$ cat config.mk
export PLATFORM = sky130hd
export DESIGN_NAME = wb_arbiter
export DESIGN_NICKNAME = d
export VERILOG_FILES = /design/src/rtl/wb_arbiter.sv
export SDC_FILE = /design/constraint.sdc
export NUM_CORES = 1
export LEC_CHECK = 0
export ABC_AREA = 1
export ABC_CLOCK_PERIOD_IN_PS = 1650
export CAP_MARGIN = 20
export CORE_ASPECT_RATIO = 0.9
export CORE_MARGIN = 3
export CORE_UTILIZATION = 25
export CTS_CLUSTER_SIZE = 40
export DETAILED_ROUTE_END_ITERATION = 10
export PLACE_DENSITY_LB_ADDON = 0.05
export SYNTH_ARGS = -nofsm -noshare
export SYNTH_HDL_FRONTEND = slang
export SYNTH_SLANG_ARGS = --single-unit
$ cat constraint.sdc
create_clock -name CLK -period 1.65 [get_ports CLK]
set_input_delay 0.33 -clock CLK [delete_from_list [all_inputs] [get_ports CLK]]
set_output_delay 0.33 -clock CLK [all_outputs]
set_load 0.02 [all_outputs]
$ cat src/rtl/wb_arbiter.sv
// Round-robin, age-aware arbiter that merges the ALU and load write-backs onto the register file port.
// One cycle from accept to RegWre; a path's ready drops only while its buffer is full and not granted.
module wb_arbiter #(
    parameter int NREG = 16,
    parameter int DW   = 16,
    localparam int AW  = $clog2(NREG)
) (
    input  logic            CLK,
    input  logic            RST_n,
    input  logic            a_valid,
    input  logic [AW-1:0]   a_reg,
    input  logic [DW-1:0]   a_data,
    output logic            a_ready,
    input  logic            m_valid,
    input  logic [AW-1:0]   m_reg,
    input  logic [DW-1:0]   m_data,
    output logic            m_ready,
    output logic            RegWre,
    output logic [AW-1:0]   WriteReg,
    output logic [DW-1:0]   WriteData,
    output logic [NREG-1:0] pending
);

    logic            r_a_vld, r_m_vld;
    logic [AW-1:0]   r_a_reg, r_m_reg;
    logic [DW-1:0]   r_a_dat, r_m_dat;
    logic            r_a_old, r_m_old;
    logic            r_last_m;

    logic            w_grant_a, w_grant_m;
    logic            w_a_load, w_m_load;
    logic            w_a_hold, w_m_hold;
    logic            w_a_old_nxt, w_m_old_nxt;
    logic [NREG-1:0] w_pending;

    // Grant looks only at buffer state so ready never depends on valid.
    always_comb begin
        w_grant_a = 1'b0;
        w_grant_m = 1'b0;
        if (r_a_vld && r_m_vld) begin
            if (r_a_reg == r_m_reg) begin
                if (r_a_old && !r_m_old) w_grant_a = 1'b1;
                else                     w_grant_m = 1'b1;
            end else if (r_last_m) begin
                w_grant_a = 1'b1;
            end else begin
                w_grant_m = 1'b1;
            end
        end else if (r_a_vld) begin
            w_grant_a = 1'b1;
        end else if (r_m_vld) begin
            w_grant_m = 1'b1;
        end
    end

    assign a_ready  = !r_a_vld || w_grant_a;
    assign m_ready  = !r_m_vld || w_grant_m;
    assign w_a_load = a_valid && a_ready && (a_reg != '0);
    assign w_m_load = m_valid && m_ready && (m_reg != '0);
    assign w_a_hold = r_a_vld && !w_grant_a;
    assign w_m_hold = r_m_vld && !w_grant_m;

    // A newcomer is younger than an entry left waiting; loads on the same edge tie and M wins.
    always_comb begin
        w_a_old_nxt = r_a_old;
        w_m_old_nxt = r_m_old;
        if (w_a_load)                 w_a_old_nxt = !w_m_hold;
        else if (w_m_load && w_a_hold) w_a_old_nxt = 1'b1;
        if (w_m_load)                 w_m_old_nxt = !w_a_hold;
        else if (w_a_load && w_m_hold) w_m_old_nxt = 1'b1;
    end

    always_ff @(posedge CLK or negedge RST_n) begin
        if (!RST_n) begin
            r_a_vld   <= 1'b0;
            r_a_reg   <= '0;
            r_a_dat   <= '0;
            r_a_old   <= 1'b0;
            r_m_vld   <= 1'b0;
            r_m_reg   <= '0;
            r_m_dat   <= '0;
            r_m_old   <= 1'b0;
            r_last_m  <= 1'b1;
            RegWre    <= 1'b0;
            WriteReg  <= '0;
            WriteData <= '0;
        end else begin
            r_a_old <= w_a_old_nxt;
            r_m_old <= w_m_old_nxt;
            if (w_a_load) begin
                r_a_vld <= 1'b1;
                r_a_reg <= a_reg;
                r_a_dat <= a_data;
            end else if (w_grant_a) begin
                r_a_vld <= 1'b0;
            end
            if (w_m_load) begin
                r_m_vld <= 1'b1;
                r_m_reg <= m_reg;
                r_m_dat <= m_data;
            end else if (w_grant_m) begin
                r_m_vld <= 1'b0;
            end
            if (r_a_vld && r_m_vld) r_last_m <= w_grant_m;
            RegWre <= w_grant_a || w_grant_m;
            if (w_grant_a) begin
                WriteReg  <= r_a_reg;
                WriteData <= r_a_dat;
            end else if (w_grant_m) begin
                WriteReg  <= r_m_reg;
                WriteData <= r_m_dat;
            end
        end
    end

    always_comb begin
        w_pending = '0;
        if (r_a_vld) w_pending[r_a_reg]  = 1'b1;
        if (r_m_vld) w_pending[r_m_reg]  = 1'b1;
        if (RegWre)  w_pending[WriteReg] = 1'b1;
    end

    assign pending = w_pending;

endmodule
==> load_flow_metrics.sql <==
INSERT INTO impl_metrics (metric_group, metric, value, unit) VALUES
('outcome', 'violations', 'negative setup slack', ''),
('clock_tree', 'register_clock_pin_slew_on_the_reported_worst_setup_and_hold_paths', '0.06', 'ns'),
('die', 'die_area', '0.0159', 'mm2'),
('grt', 'grt_util_met1', '24.1', '%'),
('synth', 'synth-async-reset-ratio', '100', '%'),
('route', 'detail_route_antenna_nets', '0', ''),
('synth', 'ys.flop_type', 'sky130_fd_sc_hd__dfrtp_1', ''),
('min_path', 'hold_path_class', 'input pin to async pin', ''),
('power', 'power.density_cell_area', '1910', 'mW/mm2'),
('timing', 'max_freq', '532', 'MHz'),
('clock_tree', 'cts.sinks', '66', ''),
('synth', 'synth.top_cells.by_area', 'sky130_fd_sc_hd__dfrtp_1, sky130_fd_sc_hd__nand2_1, sky130_fd_sc_hd__inv_1', ''),
('timing', 'fin_crit', '1.88', 'ns'),
('power', 'p_leak', '3.43', 'nW'),
('final_layout', 'fillCellCount', '1382', ''),
('synth', 'seq_area_frac_synth', '45.9', '%'),
('grt', 'global_route.usage.met3', '3.73', '%'),
('clock_tree', 'clock_latency', '0.34', 'ns'),
('setup_path', 'crit_required', '1.32', 'ns'),
('job', 'drv.max_cap_violation_count', '0', ''),
('placed_design', 'routabilityCongestion', '0.838', ''),
('power', 'irDropWorstVdd', '0.683', 'mV'),
('clock_tree', 'cts-root-to-sink-buffers', '2', ''),
('grt', 'top_usage_layer_grt', 'met2', ''),
('outcome', 'outcome', 'complete, but fails checks', ''),
('grt', 'antenna_violations_before_repair', '0', ''),
('final_layout', 'finalInstanceArea', '0.00666', 'mm2'),
('route', 'drt_pass1_iterations', '4', ''),
('synth', 'synth_area_per_cell', '7.67', 'um2'),
('die', 'die_x', '132', 'um'),
('timing', 'report.final.slew_viol_count', '0', ''),
('route', 'post_drt_via_cell_ratio', '4.36', ''),
('grt', 'pin_count_of_the_biggest_net_entering_global_routing', '67', ''),
('route', 'sum_of_routed_wire_length_over_all_layers', '13300', 'um'),
('final_layout', 'areaGrowthSynthToFinish', '85.1', '%'),
('setup_path', 'critPathArrivalTime', '1.55', 'ns'),
('synth', 'dominant_cell_by_count_in_the_synthesized_netlist', 'sky130_fd_sc_hd__nand2_1', ''),
('timing', 'fin_ws', '-0.229', 'ns'),
('final_layout', 'reg.largest.list', 'WriteData x16, r_a_dat x16, r_m_dat x16', ''),
('setup_path', 'timing.critical_path.fanout_max', '5', ''),
('grt', 'grt.met2_usage', '24.9', '%'),
('synth', 'netlist_area_pre_place', '0.00360', 'mm2'),
('grt', 'grt_overflow', '0', ''),
('route', 'drcViolationCount', '0', ''),
('grt', 'grt.total_usage', '16.6', '%'),
('placed_design', 'placed_cells', '786', ''),
('setup_path', 'timing.critical_path.from_type', 'flip-flop', ''),
('placed_design', 'final_hpwl_from_detailed_placement', '8480', 'um'),
('timing', 'final-hold-violation-count', '0', ''),
('route', 'routed_wl_per_cell', '15.6', 'um'),
('clock_tree', 'tritoncts', 'yes', ''),
('synth', 'synthesis.instances', '469', ''),
('synth', 'yosys.area.top_type', 'sky130_fd_sc_hd__dfrtp_1', ''),
('grt', 'grt_pass1_vias', '3590', ''),
('timing', 'setup_violations', '82', ''),
('timing', 'worst_pin_slew', '0.381', 'ns'),
('synth', 'synth_top_cells_by_count', 'sky130_fd_sc_hd__nand2_1, sky130_fd_sc_hd__inv_1, sky130_fd_sc_hd__dfrtp_1, sky130_fd_sc_hd__nand3_1, sky130_fd_sc_hd__o21ai_2', ''),
('die', 'starting_utilization_of_the_core_area', '26.2', '%'),
('final_layout', 'nNetsFinal', '704', ''),
('setup_path', 'crit-reg2reg-launch', 'r_m_reg[2]$_DFFE_PN0P_', ''),
('setup_path', 'worst_r2r_path_depth', '12', ''),
('die', 'floorplan.rows', '40', ''),
('final_layout', 'layoutNonFillerInstCount', '854', ''),
('die', 'top_level_ports', '83', ''),
('placed_design', 'io_buffer_count', '82', ''),
('route', 'vias', '3723', ''),
('clock_tree', 'htreeDepth', '3', ''),
('synth', 'synthDominantCellAreaShare', '45.2', '%'),
('placed_design', 'placed_cell_area', '0.00505', 'mm2'),
('synth', 'synth_edf_count', '0', ''),
('clock_tree', 'root_buffer', 'sky130_fd_sc_hd__clkbuf_16', '');
## stage by stage
stage          hold WS (ns)  util [%]  power (mW)  setup TNS, ns
6_report            0.00547      48.6        12.7         -11.12
5_1_grt              0.0374      48.6        13.6         -19.21
4_1_cts              0.0199      45.0        12.0         -13.70
3_5_place_dp          0.387      36.9        8.40         -11.39
3_3_place_gp          0.384      36.9        8.38         -10.53
2_1_floorplan        0.0344         -        5.78              0
## critical path: stages, from the launching register on
cell,delay (ns)
sky130_fd_sc_hd__dfrtp_2,0.45
sky130_fd_sc_hd__nor3_1,0.22
sky130_fd_sc_hd__buf_4,0.18
sky130_fd_sc_hd__nand3_1,0.09
sky130_fd_sc_hd__o311ai_2,0.09
sky130_fd_sc_hd__buf_4,0.19
## cell families after synthesis
family / after synthesis / share of synthesized area [%]
simple gates: 255 / 31.3
buf+inv: 89 / 11.3
flops: 66 / 45.9
compound gates: 59 / 11.5
## worst max path at each step
stage	from	to	slack (ns)	cells after the start
6_report	r_a_reg[1]$_DFFE_PN0P_	pending[9]	-0.23	5
5_1_grt	r_a_reg[0]$_DFFE_PN0P_	a_ready	-0.31	8
4_1_cts	r_a_reg[1]$_DFFE_PN0P_	m_ready	-0.25	8
3_5_place_dp	r_m_vld$_DFFE_PN0P_	pending[9]	-0.39	5
3_3_place_gp	r_a_reg[3]$_DFFE_PN0P_	pending[6]	-0.37	6
2_1_floorplan	r_m_vld$_DFFE_PN0P_	pending[9]	0.01	5
## area by class of cell
| type | count | area [um2] | area share (%) |
|---|---|---|---|
| multi-input cells | 314 | 2070 | 31.0 |
| inverters | 71 | 269 | 4.04 |
| clock inverters | 5 | 30.0 | 0.451 |
| well taps | 189 | 236 | 3.55 |
| repair buffers | 198 | 2150 | 32.3 |
| clock buffers | 11 | 243 | 3.65 |
| flip-flops and latches | 66 | 1660 | 25.0 |
## placed cells by master, fill, tap and decap left out, drive strengths merged
cell type      netlist  layout
o311ai               1       1
dfstp                1       1
inv                 71      71
o21ai               56      56
clkinvlp             0       2
nand4                4       4
nor2                19      19
clkbuf               3      15
nand3               47      47
clkdlybuf4s50        0      43
nor3                 6       6
dlygate4sd2          0      10
dfrtp               65      65
o211ai               2       2
clkinv               0       3
nand2              179     179
buf                 15     133
dlymetal6s2s         0       8
## metal layers
metal | up-vias | routed length, um | part of all wire, %
met5 | - | 0 | 0
met4 | 0 | 159 | 1.2
met3 | 10 | 574 | 4.3
met2 | 74 | 6120 | 46
met1 | 1787 | 6500 | 49
li1 | 1852 | - | -
## what timing repair did
item	4_1_cts	5_1_grt
buffers inserted	28	19
pin swaps	23	22
hold buffers	0	0
resized for setup	230	109
setup endpoints to repair	88	91
gates cloned	9	3
## power breakdown
group          leakage (nW)  internal [mW]  switching (mW)
sequential            0.786           2.31           0.549
combinational          2.52           3.94            4.15
clock                 0.131           1.05           0.740
(Power assumes the default switching activity.)
